$ cat config.mk
export PLATFORM = sky130hd
export DESIGN_NAME = seg_scan_capture
export DESIGN_NICKNAME = d
export VERILOG_FILES = /design/src/rtl/seg_scan_capture.sv
export SDC_FILE = /design/constraint.sdc
export NUM_CORES = 1
export LEC_CHECK = 0
export ABC_AREA = 1
export CAP_MARGIN = 20
export CORE_MARGIN = 2
export CORE_UTILIZATION = 33
export DETAILED_ROUTE_END_ITERATION = 8
export GPL_TIMING_DRIVEN = 0
export PLACE_DENSITY = 0.62
export SETUP_SLACK_MARGIN = 0.02
export SLEW_MARGIN = 25
export SYNTH_ARGS = -nofsm -noshare
export SYNTH_HDL_FRONTEND = slang
export SYNTH_SLANG_ARGS = --single-unit
export TNS_END_PERCENT = 1
$ cat constraint.sdc
create_clock -name clk -period 2.05 [get_ports clk]
set_input_delay 0.205 -clock clk [delete_from_list [all_inputs] [get_ports clk]]
set_output_delay 0.205 -clock clk [all_outputs]
set_load 0.02 [all_outputs]
$ cat src/rtl/seg_scan_capture.sv
// ---------------------------------------------------------------------------
// seg_scan_capture
//
// Watches a multiplexed, active-low 7-segment display bus (anodes + segment
// lines) and recovers the four hex digits being shown. Each digit is only
// captured once the bus has been quiet for STABLE_CYCLES synchronized
// samples, so ghosting during anode switching is filtered out.
//
// Parameters:
//   STABLE_CYCLES  dwell length in synchronized samples before a capture
//                  (2..65535). Pin change to value update is 2+STABLE_CYCLES
//                  clock edges.
//
// Ports:
//   clk            sole clock, rising edge
//   reset          asynchronous reset, active low
//   enable[3:0]    digit anodes, active-low one-hot (1110 = digit0)
//   out[6:0]       segments, active-low, bit6 = a ... bit0 = g
//   value[15:0]    captured digits, digit3 in [15:12] ... digit0 in [3:0]
//   digit_valid    per digit: last capture decoded to a legal glyph
//   frame_done     one-cycle pulse on every digit0 capture
//   value_changed  one-cycle pulse with frame_done when value differs from
//                  the value seen at the previous frame_done
//   decode_err     sticky, set by any illegal glyph capture
//
// Build option:
//   SEG_SCAN_BLANK_EN  when defined, the all-off glyph 1111111 is treated as
//                      a blank digit (no decode error) instead of illegal.
// ---------------------------------------------------------------------------
module seg_scan_capture #(
  parameter int STABLE_CYCLES = 16
) (
  input  logic        clk,
  input  logic        reset,
  input  logic [3:0]  enable,
  input  logic [6:0]  out,
  output logic [15:0] value,
  output logic [3:0]  digit_valid,
  output logic        frame_done,
  output logic        value_changed,
  output logic        decode_err
);

  typedef enum logic [1:0] {
    IDLE,
    SETTLE,
    HOLD
  } state_t;

  // Capture fires on the edge where the counter steps to STABLE_CYCLES-1.
  localparam logic [15:0] CAPTURE_AT = 16'(STABLE_CYCLES - 2);
  localparam logic [15:0] CNT_MAX    = 16'hFFFF;

  logic [3:0]  en_meta, en_sync, en_prev;
  logic [6:0]  seg_meta, seg_sync, seg_prev;
  logic        bus_changed;
  logic        one_hot;
  logic [1:0]  sel;

  state_t      state_q, state_d;
  logic [15:0] cnt_q, cnt_d;
  logic        capture;

  logic        glyph_legal;
  logic        glyph_blank;
  logic [3:0]  glyph_nibble;

  logic [15:0] value_next;
  logic [3:0]  valid_next;
  logic [15:0] shadow;

  // Two-flop synchronizer for the asynchronous display bus, plus one more
  // stage holding last cycle's synchronized sample for change detection.
  always_ff @(posedge clk or negedge reset) begin
    if (!reset) begin
      en_meta  <= '0;
      en_sync  <= '0;
      en_prev  <= '0;
      seg_meta <= '0;
      seg_sync <= '0;
      seg_prev <= '0;
    end else begin
      en_meta  <= enable;
      en_sync  <= en_meta;
      en_prev  <= en_sync;
      seg_meta <= out;
      seg_sync <= seg_meta;
      seg_prev <= seg_sync;
    end
  end

  assign bus_changed = ({en_sync, seg_sync} != {en_prev, seg_prev});

  // Map the active-low one-hot anode pattern to a digit index.
  always_comb begin
    one_hot = 1'b1;
    sel     = 2'd0;
    case (en_sync)
      4'b1110: sel = 2'd0;
      4'b1101: sel = 2'd1;
      4'b1011: sel = 2'd2;
      4'b0111: sel = 2'd3;
      default: one_hot = 1'b0;
    endcase
  end

  // Glyph decode, active-low segments a..g in bits 6..0.
  always_comb begin
    glyph_legal  = 1'b1;
    glyph_nibble = 4'h0;
    case (seg_sync)
      7'b0000001: glyph_nibble = 4'h0;
      7'b1001111: glyph_nibble = 4'h1;
      7'b0010010: glyph_nibble = 4'h2;
      7'b0000110: glyph_nibble = 4'h3;
      7'b1001100: glyph_nibble = 4'h4;
      7'b0100100: glyph_nibble = 4'h5;
      7'b0100000: glyph_nibble = 4'h6;
      7'b0001111: glyph_nibble = 4'h7;
      7'b0000000: glyph_nibble = 4'h8;
      7'b0001100: glyph_nibble = 4'h9;
      7'b0001000: glyph_nibble = 4'hA;
      7'b1100000: glyph_nibble = 4'hB;
      7'b0110001: glyph_nibble = 4'hC;
      7'b1000010: glyph_nibble = 4'hD;
      7'b0110000: glyph_nibble = 4'hE;
      7'b0111000: glyph_nibble = 4'hF;
      default:    glyph_legal  = 1'b0;
    endcase
`ifdef SEG_SCAN_BLANK_EN
    glyph_blank = (seg_sync == 7'b1111111);
`else
    glyph_blank = 1'b0;
`endif
  end

  // FSM state and dwell counter registers.
  always_ff @(posedge clk or negedge reset) begin
    if (!reset) begin
      state_q <= IDLE;
      cnt_q   <= '0;
    end else begin
      state_q <= state_d;
      cnt_q   <= cnt_d;
    end
  end

  // Any bus change restarts the dwell (or parks in IDLE when no single digit
  // is selected). HOLD keeps counting up to saturation so a long-held digit
  // can never wrap around into a second capture.
  always_comb begin
    state_d = state_q;
    cnt_d   = cnt_q;
    capture = 1'b0;
    if (bus_changed) begin
      cnt_d   = '0;
      state_d = one_hot ? SETTLE : IDLE;
    end else begin
      case (state_q)
        IDLE: begin
          cnt_d = '0;
        end
        SETTLE: begin
          cnt_d = cnt_q + 16'd1;
          if (cnt_q == CAPTURE_AT) begin
            capture = 1'b1;
            state_d = HOLD;
          end
        end
        HOLD: begin
          if (cnt_q != CNT_MAX) cnt_d = cnt_q + 16'd1;
        end
        default: begin
          state_d = IDLE;
          cnt_d   = '0;
        end
      endcase
    end
  end

  // Next value / valid vector after this cycle's capture (if any).
  always_comb begin
    value_next = value;
    valid_next = digit_valid;
    if (capture) begin
      valid_next[sel] = glyph_legal;
      if (glyph_legal) begin
        case (sel)
          2'd0:    value_next[3:0]   = glyph_nibble;
          2'd1:    value_next[7:4]   = glyph_nibble;
          2'd2:    value_next[11:8]  = glyph_nibble;
          default: value_next[15:12] = glyph_nibble;
        endcase
      end
    end
  end

  // Output registers. The shadow copy is taken at every digit0 capture so
  // value_changed compares whole frames, not individual digits.
  always_ff @(posedge clk or negedge reset) begin
    if (!reset) begin
      value         <= '0;
      digit_valid   <= '0;
      shadow        <= '0;
      frame_done    <= 1'b0;
      value_changed <= 1'b0;
      decode_err    <= 1'b0;
    end else begin
      value         <= value_next;
      digit_valid   <= valid_next;
      frame_done    <= 1'b0;
      value_changed <= 1'b0;
      if (capture && !glyph_legal && !glyph_blank) decode_err <= 1'b1;
      if (capture && (sel == 2'd0)) begin
        frame_done    <= 1'b1;
        value_changed <= (value_next != shadow);
        shadow        <= value_next;
      end
    end
  end

endmodule
Yosys cells after proc, flatten, opt, wreduce, memory -nomap -nowiden

Index checks and enable logic that the tools add are counted.

Flip-flop bits (word level): 90
Bits in latches: 0
Memory bits (writable): 0
Memory bits (read-only): 0
Bits of input ports: 13
Output and inout bits: 23
Word-level logic and storage cells: 84
Memories kept: 0

Add/sub/neg operators: 1
$mul: 0
Div/mod/pow operators: 0
$lt $le $gt $ge: 2
Equality and inequality tests: 30
Shifts and indexed selects: 0
Muxes and demuxes: 25
Bitwise gates (word level): 0
Reduce and logical (&&, ||, !) cells: 12

Operators by type and width:

| kind                    | count |
|---|---|
| $mux W16                | 4 |
| $pmux W4 S15            | 1 |
| $eq A7 B6 Y1 const B    | 5 |
| $pmux W16 S2            | 1 |
| $eq A7 B7 Y1 const B    | 4 |
| $eq A7 B4 Y1 const B    | 3 |
| $add A16 B1 Y16 const B | 1 |
| $eq A16 B4 Y1 const B   | 1 |
| $mux W4                 | 4 |
| $ne A16 B16 Y1          | 1 |
| $ne A16 B16 Y1 const B  | 1 |
| $reduce_or A16 Y1       | 1 |
| $eq A4 B4 Y1 const B    | 3 |
| $ne A11 B11 Y1          | 1 |
| $mux W1                 | 9 |
| $eq A7 B1 Y1 const B    | 1 |
| $eq A7 B3 Y1 const B    | 1 |
| $eq A7 B5 Y1 const B    | 1 |
| $logic_not A7 Y1        | 1 |
| $ne A3 B3 Y1 const B    | 2 |
| $pmux W2 S3             | 1 |
| $bwmux W4               | 1 |
| $eq A2 B1 Y1 const B    | 2 |
| $eq A2 B2 Y1 const B    | 2 |
| other kinds (14)        | 18 |

Depth between registers and ports, before layout

Gate-level depths: netlist (run 1).

Depth after elaboration: 9
Depth in mapped cells: 21
Mapped depth without buffers: 21

Worst setup path before layout (run 1)

No wires, ideal clock.

Path type: reg2reg
Start point: register cnt_q[0]
End point: register value_changed
Library setup time: 0.131 ns
Arrival time: 2.026 ns
Data required time: 1.919 ns
Slack: -0.107 ns
Stages on the path, launching flop included: 21
Buffers on the path: 1
Period minus slack after synthesis: 2.157 ns
Path through: dfrtp_1 inv_1 ha_1 inv_1 nor2_1 nand2_1 nor2_1 nand2_1 nor2_1 nand3_4 nor2_4 buf_6 nand3_2 nand2_2 nand2_1 nand2_1 nand3_1 nor2_1 nand2_1 nor2_1 nor2_1

Cells in the longest elaborated chain, start to end: 7
Elaborated cells between the ends (all ways): 8
Classes of those cells: eq/ne: 2; mux: 5; reduce/logical: 1

RTL lines:

| item                   | line | text |
|---|---|---|
| start, declared        | 61   | `logic [15:0] cnt_q, cnt_d;` |
| start signal, assigned | 144  | `cnt_q <= cnt_d;` |
| $eq A16 B4 Y1          | 165  | `if (cnt_q == CAPTURE_AT) begin` |
| $mux W1                | 165  |  |
| $mux W1                | 159  | `case (state_q)` |
| $mux W1                | 155  | `if (bus_changed) begin` |
| $mux W16               | 185  | `if (capture) begin` |
| via value_next[0]      | 68   | `logic [15:0] value_next;` |
| $ne A16 B16 Y1         | 216  | `value_changed <= (value_next != shadow);` |
| $mux W1                | 214  | `if (capture && (sel == 2'd0)) begin` |
| end signal, assigned   | 216  |  |
| end, declared          | 40   | `output logic value_changed,` |

The timed path passes the listed nets, and every way through them passes these cells.
A chain may end at the register's enable or synchronous reset.

Worst setup path in the final report (run 1)

Ends and elaborated chain as after synthesis.

==> impl_metrics.tcl, run 1 <==
set metrics [dict create \
    worstPathMaxFanout 8 \
    insertedDiodeCount 0 \
    holdCritStartpoint "out[6]" \
    setup_ws_ns -0.288 \
    avgSynthCellArea_sq_um 8.38 \
    synth-async-reset-ratio 1.00 \
    setup_viol 10 \
    finalHoldViolCount 0 \
    final_common_cell "nand2_1" \
    vias 3390 \
    grt_pass1_wl_mm 15.0 \
    die_h_microns 117 \
    via_per_inst 4.64 \
    cp_top_family "simple AND/OR/NAND/NOR gates" \
    core_area_sq_um 12500 \
    holdPathStages 1 \
    cts_root_buf "clkbuf_16" \
    synth_cells 502 \
    clock_latency_ns 0.34 \
    synth_largest_area_cell "dfrtp_1" \
    power.density_nw_per_um2 695 \
    post_drt_wl_per_cell_microns 12.0 \
    grt_max_degree 55 \
    synth_mux_area_frac 0 \
    outcome "complete, but fails checks" \
    ys.flop_type "dfrtp_1" \
    r2r-start "cnt_q[0]$_DFFE_PN0P_" \
    clk_pin_slew_ns 0.07 \
    row_count 41 \
    p_total_mw 3.61 \
    synth_top_area_frac 0.536 \
    synth_compound_area_frac 0.0619 \
    r2r_end "value_changed$_DFF_PN0_" \
    worst_slew_pin_slew_ns 0.401 \
    worst-path-buf-inv 3 \
    ff2ff_path_depth 20 \
    synth-edff-count 0 \
    htreeDepth 3 \
    finalCritPeriodShare 1.14 \
    critPathSlowestCell "dfrtp_1" \
    wl_met2_mm 4.25 \
    cp-end-kind "flip-flop" \
    clock_path_buffers 2 \
    synth.area.top_cells "dfrtp_1 (54%), nand2_1 (15%), inv_1 (4.6%), nor2_1 (4.2%), nand3_1 (3.9%)" \
    p_leak_nw 2.53 \
    port_buffers 35 \
    synth_seq_area_share 0.536 \
    ys_ff_latch 90 \
    die_width_microns 117 \
    pin_count 36 \
    final_util 0.415 \
    wl_mm 8.74 \
    drive_gt1_frac 0.122 \
    cts_buffers 9 \
    syn_nets 520 \
    placed_cell_area_sq_um 4800 \
    final_nets 572 \
    critPathArrivalTime_ns 2.57 \
    final_cell_area_sq_um 5190 \
    path_cells "inv_2 > ha_1 > inv_1 > nor2_1 > nand2_1 > nor2_2 > nand2_1 > nor2_2 > nand3_4 > nor2_4 > buf_6 > nand3_2 > nand2_2 > nand2_1 > nand2_1 > nand3_1 > nor2_1 > nand2_1 > nor2_1 > nor2_1" \
    worstSetupPathType "flip-flop to flip-flop" \
    hold-path-endpoint "seg_meta[6]$_DFF_PN0_" \
    grt_util_all_layers 0.140 \
    rsz0062_at_grt "yes" \
    cp_common_cell "nand2_1" \
    grt_pass1_vias 3191 \
    met1_length_mm 4.10 \
    max_stage_delay_ns 0.39 \
    dr_wl_met3_microns 306 \
    cts_tree "done" \
    final_cell_mix "nand2_1 (166), dfrtp_1 (87), inv_1 (50), nor2_1 (43), clkdlybuf4s50_1 (34)" \
    maxSlewViolCount 0 \
    r2r_setup_slack_ns -0.29 \
    relSlewSlack 0.731 \
    synth_fa_ha_area_frac 0.0149 \
    synth_warnings 0 \
    syn_area_sq_um 4210 \
    hpwl_mm 6.29 \
    area_growth_pct 23.5 \
    crit_required_ns 2.28 \
    post-route-min-period_ns 2.34 \
    synth_xor_area_frac 0.0104 \
    highest_layer "met4" \
    drc 0 \
    cp-start-kind "flip-flop" \
    gp_congestion 0.828 \
    synth_top_family_by_area "simple AND/OR/NAND/NOR gates" \
    die_area_sq_um 13700 \
    overflow 0 \
    detail-route-antenna-nets 0 \
    antenna_found_initial 0 \
    fin_skew_ns 0.0111 \
    drtIter0Drc 202 \
    dr.pass1.iters 4 \
    start_util 0.336 \
    synth-simple-area-share 0.317 \
    violations "negative setup slack" \
    cap_violations 0 \
    cts.sinks 90 \
    peakVddDrop_v 0.000315 \
    hold_class "input pin to flip-flop" \
    ys_types 34 \
    setup-tns-final_ns -1.20 \
    fmax_mhz 428 \
]
==> metal layers <==
metal	vias to the layer above	global-route usage
met5	-	0
met4	0	0.0518
met3	7	0.0299
met2	54	0.225
met1	1631	0.189
li1	1698	-
==> state kept, by name, indices dropped and copies added (netlist names) <==
| register | cells |
|---|---|
| cnt_q | 16 |
| shadow | 16 |
| value | 16 |
| seg_meta | 7 |
| seg_prev | 7 |
| seg_sync | 7 |
| digit_valid | 4 |
| en_meta | 4 |
| en_prev | 4 |
| en_sync | 4 |
| state_q | 2 |
| decode_err | 1 |
| frame_done | 1 |
| value_changed | 1 |
==> worst register-to-register path: cells and delay by family (launching register included) <==
family,cells,cell delay (ns)
AND/OR/NAND/NOR,16,1.41
buffers and inverters,3,0.27
adder cells (fa/ha/maj),1,0.14
flip-flops,1,0.39
==> metrics by stage <==
| stage | instances | setup slack [ns] | hold slack, ns |
|---|---|---|---|
| finish | 730 | -0.288 | 0.297 |
| global route | 730 | -0.530 | 0.290 |
| CTS | 729 | -0.339 | 0.284 |
| detailed placement | 710 | -0.411 | 0.125 |
| global placement | 709 | -2.47 | 0.334 |
| floorplan | 502 | -0.0641 | -0.0906 |
==> synthesized netlist by cell type, types with 2 or more instances <==
| master | instances |
|---|---|
| nand2_1 | 166 |
| dfrtp_1 | 90 |
| inv_1 | 52 |
| nor2_1 | 47 |
| nand3_1 | 33 |
| o21ai_0 | 16 |
| a21oi_1 | 11 |
| nand3b_1 | 11 |
| nand2_2 | 9 |
| nor2_2 | 7 |
| nand4_1 | 6 |
| ha_1 | 5 |
| inv_2 | 5 |
| nor3_1 | 5 |
| xnor2_1 | 5 |
| nor2_4 | 4 |
| a211oi_1 | 3 |
| a31oi_1 | 3 |
| clkbuf_1 | 3 |
| nand3_2 | 3 |
| a22oi_1 | 2 |
| buf_6 | 2 |
| o211ai_1 | 2 |
| o22ai_1 | 2 |
==> cells by family after synthesis <==
group	after synthesis
XOR/XNOR	5
flip-flops	90
buffers and inverters	63
adder cells (fa/ha/maj)	5
AO/OA/AOI/OAI	44
AND/OR/NAND/NOR	295
==> timing repair <==
action	in CTS	in global routing
pin swaps	1	1
endpoints found under the setup margin	30	47
setup buffers	3	1
gates resized for setup	13	10
hold buffers	1	0
hold endpoints to repair	36	0
==> final cells by class <==
class	count	area, sq um
clock buffers	10	229
repair buffers	41	419
clock inverters	5	56.3
plain buffers	6	63.8
fillers	1243	7320
inverters	57	214
well taps	172	215
multi-input cells	349	1740
flip-flops and latches	90	2260
==> power by group <==
part | switching [mW] | internal [mW] | total, mW
logic | 0.100 | 0.0595 | 0.160
registers | 0.0279 | 1.81 | 1.84
clock network | 0.674 | 0.936 | 1.61
==> worst max-delay path by stage <==
stage / startpoint / end / slack, ns / cells past startpoint
floorplan: cnt_q[0]$_DFFE_PN0P_ / value_changed$_DFF_PN0_ / -0.06 / 20
global placement: reset / shadow[3]$_DFFE_PN0P_ / -2.47 / 1
detailed placement: cnt_q[0]$_DFFE_PN0P_ / value_changed$_DFF_PN0_ / -0.41 / 20
CTS: cnt_q[0]$_DFFE_PN0P_ / value_changed$_DFF_PN0_ / -0.34 / 20
global route: cnt_q[0]$_DFFE_PN0P_ / value_changed$_DFF_PN0_ / -0.53 / 21
finish: cnt_q[0]$_DFFE_PN0P_ / value_changed$_DFF_PN0_ / -0.29 / 20
Power figures use the tool's default switching activity.
==> run 2, diff against run 1 <==
--- a/config.mk
+++ b/config.mk
@@ -13,6 +13,7 @@
 export GPL_TIMING_DRIVEN = 0
 export PLACE_DENSITY = 0.62
 export SETUP_SLACK_MARGIN = 0.02
+export SKIP_LAST_GASP = 1
 export SLEW_MARGIN = 25
 export SYNTH_ARGS = -nofsm -noshare
 export SYNTH_HDL_FRONTEND = slang
==> impl_metrics.tcl, run 2 (same netlist as run 1, synthesis figures left out) <==
set metrics [dict create \
    final_nets 572 \
    cap_violations 0 \
    hold_class "input pin to flip-flop" \
    overflow 0 \
    grt_max_degree 55 \
    drive_gt1_frac 0.104 \
    setup_viol 26 \
    maxSlewViolCount 0 \
    detail-route-antenna-nets 0 \
    cts.sinks 90 \
    core_area_sq_um 12500 \
    clock_latency_ns 0.34 \
    die_h_microns 117 \
    grt_use_met2 0.222 \
    worst-path-buf-inv 1 \
    drc 0 \
    port_buffers 35 \
    htreeDepth 3 \
    grt_use_met1 0.187 \
    critPathSlowestCell "dfrtp_1" \
    via_per_inst 4.62 \
    max_stage_delay_ns 0.47 \
    start_util 0.336 \
    r2r_setup_slack_ns -0.31 \
    top_regs "cnt_q x16, shadow x16, value x16" \
    outcome "complete, but fails checks" \
    top_usage_layer "met2" \
    pre_cts_slack_ns -0.411 \
    holdPathStages 1 \
    cts_tree "done" \
    post_drt_wl_per_cell_microns 12.0 \
    cp_top_family "simple AND/OR/NAND/NOR gates" \
    cts_buffers 9 \
    insertedDiodeCount 0 \
    cts_root_buf "clkbuf_16" \
    grt_pass1_vias 3156 \
    rsz0062_at_grt "yes" \
    peakVddDrop_v 0.000315 \
    r2r-start "seg_sync[1]$_DFF_PN0_" \
    final_cell_mix "nand2_1 (166), dfrtp_1 (90), inv_1 (51), nor2_1 (44), clkdlybuf4s50_1 (34)" \
    dr.pass1.iters 4 \
    p_total_mw 3.60 \
    violations "negative setup slack" \
    row_count 41 \
    crit_required_ns 2.25 \
    drtIter0Drc 219 \
    finalCritPeriodShare 1.15 \
    antenna_found_initial 0 \
    path_cells "nor2_4 > nand3_1 > nor2_1 > nor2_2 > nand2_1 > nor2_1 > nand2_4 > buf_6 > nand3_1 > nand2_1 > nand2_1 > nand2_1 > nand3_1 > nor2_1 > nand2_1 > nor2_1 > nor2_1" \
    relSlewSlack 0.652 \
    setup_ws_ns -0.311 \
    power.density_nw_per_um2 701 \
    critPathArrivalTime_ns 2.57 \
    cp-end-kind "flip-flop" \
    fmax_mhz 424 \
    clk_pin_slew_ns 0.06 \
    p_leak_nw 2.52 \
    ff2ff_path_depth 17 \
    hpwl_mm 6.29 \
    die_width_microns 117 \
    area_growth_pct 22.2 \
    grt_util_all_layers 0.139 \
    holdCritStartpoint "out[6]" \
    grt_use_met3 0.0299 \
    r2r_end "value_changed$_DFF_PN0_" \
    grt_pass1_wl_mm 14.8 \
    finalHoldViolCount 0 \
    clock_path_buffers 2 \
    hold-path-endpoint "seg_meta[6]$_DFF_PN0_" \
    post-route-min-period_ns 2.36 \
    fin_skew_ns 0.00946 \
    vias 3375 \
    gp_congestion 0.828 \
    pin_count 36 \
    final_common_cell "nand2_1" \
    worst_slew_pin_slew_ns 0.523 \
    wl_mm 8.72 \
    cp-start-kind "flip-flop" \
    worstPathMaxFanout 10 \
    worstSetupPathType "flip-flop to flip-flop" \
    die_area_sq_um 13700 \
]
==> run 2: changes by cell type in the layout (fill, tap and decap cells not counted), sizes merged <==
cell / delta
buf: -2
clkbuf: +2
==> run 2: repair_timing <==
item,CTS,global route
hold buffers,1,0
endpoints found under the setup margin,30,49
endpoints found under the hold margin,36,0
pin swaps,1,1
gates resized for setup,2,2
buffers inserted,3,1
==> run 2: layout make-up <==
type | instances | area [sq um]
Buffer | 6 | 38.8
Clock buffer | 10 | 229
Clock inverter | 5 | 56.3
Fill cell | 1241 | 7380
Inverter | 57 | 214
Multi-Input combinational cell | 349 | 1710
Sequential cell | 90 | 2250
Tap cell | 172 | 215
Timing Repair Buffer | 41 | 419
==> run 2: metrics by stage <==
| step | hold WS [ns] | std cells | util | instance area [sq um] | setup TNS, ns |
|---|---|---|---|---|---|
| floorplan | -0.0906 | 502 | - | 4210 | -0.0641 |
| global placement | 0.334 | 709 | 0.381 | 4770 | -226.37 |
| detailed placement | 0.125 | 710 | 0.384 | 4800 | -5.46 |
| CTS | 0.284 | 729 | 0.409 | 5120 | -5.49 |
| global route | 0.290 | 730 | 0.410 | 5140 | -12.86 |
| finish | 0.296 | 730 | 0.410 | 5140 | -4.44 |
==> run 2: worst max path at each step <==
stage,cells past startpoint,to,start,slack [ns]
6_report,17,value_changed$_DFF_PN0_,seg_sync[1]$_DFF_PN0_,-0.31
5_1_grt,18,value_changed$_DFF_PN0_,seg_sync[1]$_DFF_PN0_,-0.56
4_1_cts,20,value_changed$_DFF_PN0_,cnt_q[0]$_DFFE_PN0P_,-0.36
3_5_place_dp,20,value_changed$_DFF_PN0_,cnt_q[0]$_DFFE_PN0P_,-0.41
3_3_place_gp,1,shadow[3]$_DFFE_PN0P_,reset,-2.47
2_1_floorplan,20,value_changed$_DFF_PN0_,cnt_q[0]$_DFFE_PN0P_,-0.06
==> run 2: metal layers <==
layer | share of wire | vias up
li1 | - | 1694
met2 | 0.49 | 56
met3 | 0.037 | 7
met5 | 0 | -
met1 | 0.46 | 1618
met4 | 0.012 | 0
==> run 2: report_power, final <==
group / total [mW] / internal, mW / switching [mW]
Combinational: 0.159 / 0.0593 / 0.0998
Sequential: 1.84 / 1.81 / 0.0278
Clock: 1.60 / 0.935 / 0.667
==> run 3, diff against run 2 <==
--- a/config.mk
+++ b/config.mk
@@ -14,7 +14,7 @@
 export PLACE_DENSITY = 0.62
 export SETUP_SLACK_MARGIN = 0.02
 export SKIP_LAST_GASP = 1
-export SLEW_MARGIN = 25
+export SLEW_MARGIN = 30
 export SYNTH_ARGS = -nofsm -noshare
 export SYNTH_HDL_FRONTEND = slang
 export SYNTH_SLANG_ARGS = --single-unit
==> results of run 3 <==
Same layout as run 2: the final DEF is identical, and so are final timing and power.
